==> src/rtl/down_counter_pkg.sv <==
// Shared types and defaults for the down-counting timer.
// Pure declarations: no logic, no latency, no flow control.
// Imported by down_counter_timer and anything that decodes its state.
package down_counter_pkg;

    localparam int DEFAULT_WIDTH = 4;

    typedef enum logic {
        IDLE = 1'b0,
        RUN  = 1'b1
    } state_t;

endpackage

==> src/rtl/down_counter_timer.sv <==
// Loadable, pausable down-counting timer with optional auto-reload and a one-cycle done pulse.
// Latency: count shows N the cycle after the load edge; done is high the cycle after edge E0+N.
// Backpressure: load_ready is low for the whole run; pause stretches the run one cycle per paused cycle.
module down_counter_timer
    import down_counter_pkg::*;
#(
    parameter int WIDTH = DEFAULT_WIDTH
) (
    input  logic             clk,
    input  logic             reset_n,
    input  logic             load_valid,
    output logic             load_ready,
    input  logic [WIDTH-1:0] load_value,
    input  logic             auto_reload,
    input  logic             pause,
    input  logic             abort,
    output logic [WIDTH-1:0] count,
    output logic             busy,
    output logic             done
);

    localparam logic [WIDTH-1:0] CNT_ONE = WIDTH'(1);

    state_t           state;
    logic [WIDTH-1:0] reload;

    assign load_ready = (state == IDLE);
    assign busy       = (state == RUN);

    always_ff @(posedge clk or negedge reset_n) begin
        if (!reset_n) begin
            state  <= IDLE;
            count  <= '0;
            reload <= '0;
            done   <= 1'b0;
        end else begin
            done <= 1'b0;
            case (state)
                IDLE: begin
                    if (load_valid) begin
                        count  <= load_value;
                        reload <= load_value;
                        if (load_value != '0) begin
                            state <= RUN;
                        end else begin
                            done <= 1'b1;
                        end
                    end
                end
                RUN: begin
                    if (abort) begin
                        count <= '0;
                        state <= IDLE;
                    end else if (!pause) begin
                        if (count == CNT_ONE) begin
                            done <= 1'b1;
                            if (auto_reload) begin
                                count <= reload;
                            end else begin
                                count <= '0;
                                state <= IDLE;
                            end
                        end else if (count == '0) begin
                            // Unreachable by construction; never decrement through zero.
                            state <= IDLE;
                        end else begin
                            count <= count - CNT_ONE;
                        end
                    end
                end
                default: begin
                    state <= IDLE;
                    count <= '0;
                end
            endcase
        end
    end

endmodule

==> config.mk <==
export PLATFORM = sky130hd
export DESIGN_NAME = down_counter_timer
export DESIGN_NICKNAME = d
export VERILOG_FILES = /design/src/rtl/down_counter_pkg.sv /design/src/rtl/down_counter_timer.sv
export SDC_FILE = /design/constraint.sdc
export NUM_CORES = 1
export LEC_CHECK = 0
export BUFFER_PORTS_ARGS = -buffer_cell sky130_fd_sc_hd__buf_2
export CAP_MARGIN = 20
export CORE_MARGIN = 8
export CORE_UTILIZATION = 30
export CTS_BUF_LIST = sky130_fd_sc_hd__clkbuf_8 sky130_fd_sc_hd__clkbuf_16
export DETAILED_ROUTE_END_ITERATION = 6
export PLACE_DENSITY = 0.52
export SLEW_MARGIN = 40
export SYNTH_ARGS = -nofsm -noshare
export SYNTH_HDL_FRONTEND = slang
export SYNTH_SLANG_ARGS = --single-unit
==> constraint.sdc <==
create_clock -name clk -period 2.4 [get_ports clk]
set_input_delay 0.12 -clock clk [delete_from_list [all_inputs] [get_ports clk]]
set_output_delay 0.12 -clock clk [all_outputs]
set_load 0.01 [all_outputs]
Word level (Yosys, flattened, before mapping) --
Cells that the tools add are included.
Storage, ports and cells: bits in latches 0, memory bits (writable) 0, memory bits (read-only) 0, register bits 10, input port bits 10, logic and storage cells 35, memories 0, output and inout port bits 7
Operators by class: equality and inequality tests 4, multiplexer cells 21, bitwise logic cells 1, reductions and logical operators 4, shifts and indexed selects 0, multiply operators 0, add/subtract/negate cells 1, div/mod/pow operators 0, $lt $le $gt $ge 0
Operator list (count):
- two-way mux 4 bit | 6
- two-way mux 1 bit | 12
- case mux 4 bit (2 select lines) | 1
- == test 4 x 1 -> 1 bit, second input constant | 1
- logical NOT 4 bit | 1
- != test 4 bit, second input constant | 1
- case mux 1 bit (2 select lines) | 2
- nonzero test 4 bit | 1
- subtractor 4 x 1 -> 4 bit, second input constant | 1
- != test 3 bit, second input constant | 1
- AND reduction 3 bit | 1
- != test 2 bit, second input constant | 1
- AND reduction 2 bit | 1
- NOT 1 bit | 1

Logic depth before layout (Yosys ltp) --
word-level depth 6, depth in mapped cells 6, depth with buffers taken out 6

Worst setup path before layout --
No wires, ideal clock.
path kind reg2reg, start reg count[1], end reg count[0], slack 0.731 ns, required time 2.279 ns, cell stages (with the launch flop) 7, data arrival time 1.548 ns, clock period less this slack 1.669 ns, library setup time 0.121 ns, cells stage by stage dfrtp_1 inv_1 ha_1 nor3b_4 nand2_1 a32o_1 a22o_1
On the way: cells in the longest elaborated chain, start to end 5, elaborated cells between the ends (all ways) 8, those cells by class 2 x eq/ne; 4 x mux; 2 x reduce/logical
Ends and longest elaborated chain:
- start, declared | RTL line down_counter_timer.sv:17 | output logic [WIDTH-1:0] count,
- start signal, assigned | RTL line down_counter_timer.sv:41 | count <= load_value;
- start signal, assigned | RTL line down_counter_timer.sv:58 | count <= reload;
- start signal, assigned | RTL line down_counter_timer.sv:67 | count <= count - CNT_ONE;
- == test 4 x 1 -> 1 bit | RTL line down_counter_timer.sv:55 | if (count == CNT_ONE) begin
- two-way mux 4 bit | RTL line down_counter_timer.sv:55
- two-way mux 4 bit | RTL line down_counter_timer.sv:54 | end else if (!pause) begin
- two-way mux 4 bit | RTL line down_counter_timer.sv:51 | if (abort) begin
- case mux 4 bit (2 select lines) | RTL line down_counter_timer.sv:38 | case (state)
Parallel ways exist; a longest one is shown, timed or not. The select of a mux whose other input is x is not followed. A chain may end at the register's enable or synchronous reset.

Worst setup path after layout --
Ends and elaborated chain as after synthesis.

==> flow_summary.json <==
{
  "rows": 17,
  "synth_area_leader_cell": "dfrtp_1",
  "initial_utilization": 0.309,
  "ioPinCount": 17,
  "dr.first_iter.drc_count": 21,
  "ff2ff_setup_slack_ns": 0.65,
  "numPortBuffers": 16,
  "cp_data_arrival_time_ns": 1.88,
  "setup_violations": 0,
  "powerDensity_nw_per_um2": 1120,
  "avgSynthCellArea_um2": 9.70,
  "dieHeight_um": 63.2,
  "core-area_um2": 2170,
  "drv_cap": 0,
  "synth_warnings": 0,
  "synth_edf_count": 0,
  "fin_skew_ns": 0.000327,
  "dp.cells": 111,
  "path_max_fanout": 8,
  "hpwl_mm": 1.34,
  "synth.area.top_cells": "dfrtp_1, mux2_2, ha_1",
  "place_area_um2": 762,
  "vdd_drop_max_mv": 0.450,
  "async_reset_ff_frac": 1.00,
  "status": "complete, no violations",
  "cts.sinks": 10,
  "num_vias": 600,
  "die_x_um": 63.2,
  "ys_seq_area_frac": 0.374,
  "rsz0062_at_grt": "false",
  "worst_setup_path_start_kind": "register",
  "yosys.area.top_type_share": 0.374,
  "worstHoldStart": "load_value[1]",
  "max_stage_delay_ns": 0.42,
  "cts_resized": 0,
  "fillers": 246,
  "grt_antenna_before_repair": 0,
  "critical_path.top_delay_family": "compound AO/OA/AOI/OAI gates",
  "cp_num_buf_inv": 1,
  "ys_seq_elements": 10,
  "ctsRootBufferMaster": "clkbuf_8",
  "cts_buffer_depth": 2,
  "timing.setup.tns_ns": 0,
  "grt_first_pass_wirelength_mm": 2.84,
  "insertedDiodeCount": 0,
  "r2r_cells": 6,
  "groute.usage.overall": 0.0897,
  "synth_top_flop_cell": "dfrtp_1",
  "wl_per_cell_um": 14.5,
  "h-tree-depth": 1,
  "vias_per_cell": 5.17,
  "cts_tree": "yes",
  "drc": 0,
  "leakage_nw": 0.364,
  "gp_congestion": 0.832,
  "cts_setup_buffers": 0,
  "min_path_cells": 2,
  "end_kind": "register",
  "tightest_slew_ns": 0.422,
  "drtAntennaViolNets": 0,
  "syn_inst": 69,
  "hold_viol": 0,
  "syn2layout_area_growth_pct": 23.6,
  "path_clk_slew_ns": 0.05,
  "rr_endpoint": "count[0]$_DFFE_PN0P_",
  "yosys.cell_count.top_type": "dfrtp_1",
  "final_cell_area_um2": 827,
  "fmax_mhz": 571,
  "criticalPathCategory": "register to register",
  "wl_mm": 1.68,
  "slew_headroom": 0.718,
  "syn-num-nets": 81,
  "netlist_area_um2": 669,
  "crit_start": "count[1]$_DFFE_PN0P_",
  "critPathRequiredTime_ns": 2.52,
  "hp-class": "input pin to register",
  "fin_crit_ns": 1.75,
  "final_cells": 116,
  "nets": 101,
  "ys_top_cells_by_count": "dfrtp_1, nand2_1, nor2_1",
  "crit_slowest_cell": "dfrtp_1",
  "clk_latency_ns": 0.24,
  "cp_cell_sequence": "inv_1 -> ha_1 -> nor3b_4 -> nand2_1 -> a32o_1 -> a22o_1",
  "numCtsBuffers": 3,
  "die-area_um2": 4000,
  "ys_types": 32,
  "overflow": 0,
  "grt_max_degree": 11,
  "r2r-start": "count[1]$_DFFE_PN0P_",
  "ctsHoldBuffers": 1,
  "hold-worst-slack_ns": 0.142,
  "slew_viol_final": 0,
  "drive_gt1_frac": 0.318,
  "hold_path_end": "reload[1]$_DFFE_PN0P_",
  "period_share": 0.730,
  "grt_pass1_vias": 617,
  "drt_first_pass_iters": 5
}
cell type report:
type / count / area [um2] / share of cell area
Clock buffer: 4 / 55.1 / 0.0666
Inverter: 4 / 15.0 / 0.0182
Multi-Input combinational cell: 53 / 382 / 0.461
Sequential cell: 10 / 250 / 0.303
Tap cell: 28 / 35.0 / 0.0424
Timing Repair Buffer: 17 / 90.1 / 0.109
report_power, final:
part           internal, mW  leakage, nW  switching (mW)
Sequential            0.227        0.122          0.0967
Clock                 0.144       0.0288          0.0663
Combinational         0.189        0.213           0.200
Total                 0.560        0.364           0.363
registers in the layout (all words and copies together), names as in the netlist:
register  cells
done          1
busy          1
count         4
reload        4
worst max path at each step:
stage	to	slack, ns	cells after the start
finish	count[0]$_DFFE_PN0P_	0.65	6
global route	count[0]$_DFFE_PN0P_	0.54	6
floorplan	count[0]$_DFFE_PN0P_	0.73	6
CTS	count[0]$_DFFE_PN0P_	0.65	6
global placement	count[0]$_DFFE_PN0P_	0.69	6
detailed placement	count[0]$_DFFE_PN0P_	0.67	6
cell families (layout without fill, tap and decap cells):
logic type	Yosys count	after routing	share of synthesized area
muxes	3	3	0.0505
DFF	10	10	0.374
adders and majority gates	2	2	0.0374
and+or+nand+nor	26	26	0.234
buffers and inverters	6	25	0.0561
AOI/OAI and AO/OA	22	22	0.249
routing by layer:
layer | up-vias | wire length, um | track usage
li1 | 298 | - | -
met1 | 282 | 858 | 0.113
met2 | 16 | 717 | 0.132
met3 | 4 | 74 | 0.0230
met4 | 0 | 27 | 0.0585
met5 | - | 0 | 0
metrics by stage:
| stage | utilization | total power [mW] | worst slack (ns) |
|---|---|---|---|
| 2_1_floorplan | - | 0.620 | 0.731 |
| 3_3_place_gp | 0.351 | 0.720 | 0.691 |
| 3_5_place_dp | 0.351 | 0.720 | 0.668 |
| 4_1_cts | 0.381 | 0.939 | 0.648 |
| 5_1_grt | 0.381 | 1.00 | 0.537 |
| 6_report | 0.381 | 0.924 | 0.648 |
placed cells by master, fill, tap and decap left out, types with 2 or more instances in the layout:
| master | netlist | final |
|---|---|---|
| buf_2 | 0 | 16 |
| dfrtp_1 | 10 | 10 |
| nor2_1 | 6 | 6 |
| nand2_1 | 6 | 6 |
| inv_1 | 4 | 4 |
| o21ai_0 | 4 | 4 |
| clkbuf_8 | 0 | 4 |
| nor3_1 | 3 | 3 |
| mux2_2 | 3 | 3 |
| nand2b_1 | 3 | 3 |
| a21oi_1 | 2 | 2 |
| nor2b_1 | 2 | 2 |
| a31oi_1 | 2 | 2 |
| o31a_1 | 2 | 2 |
| ha_1 | 2 | 2 |
Power figures use the tool's default switching activity.
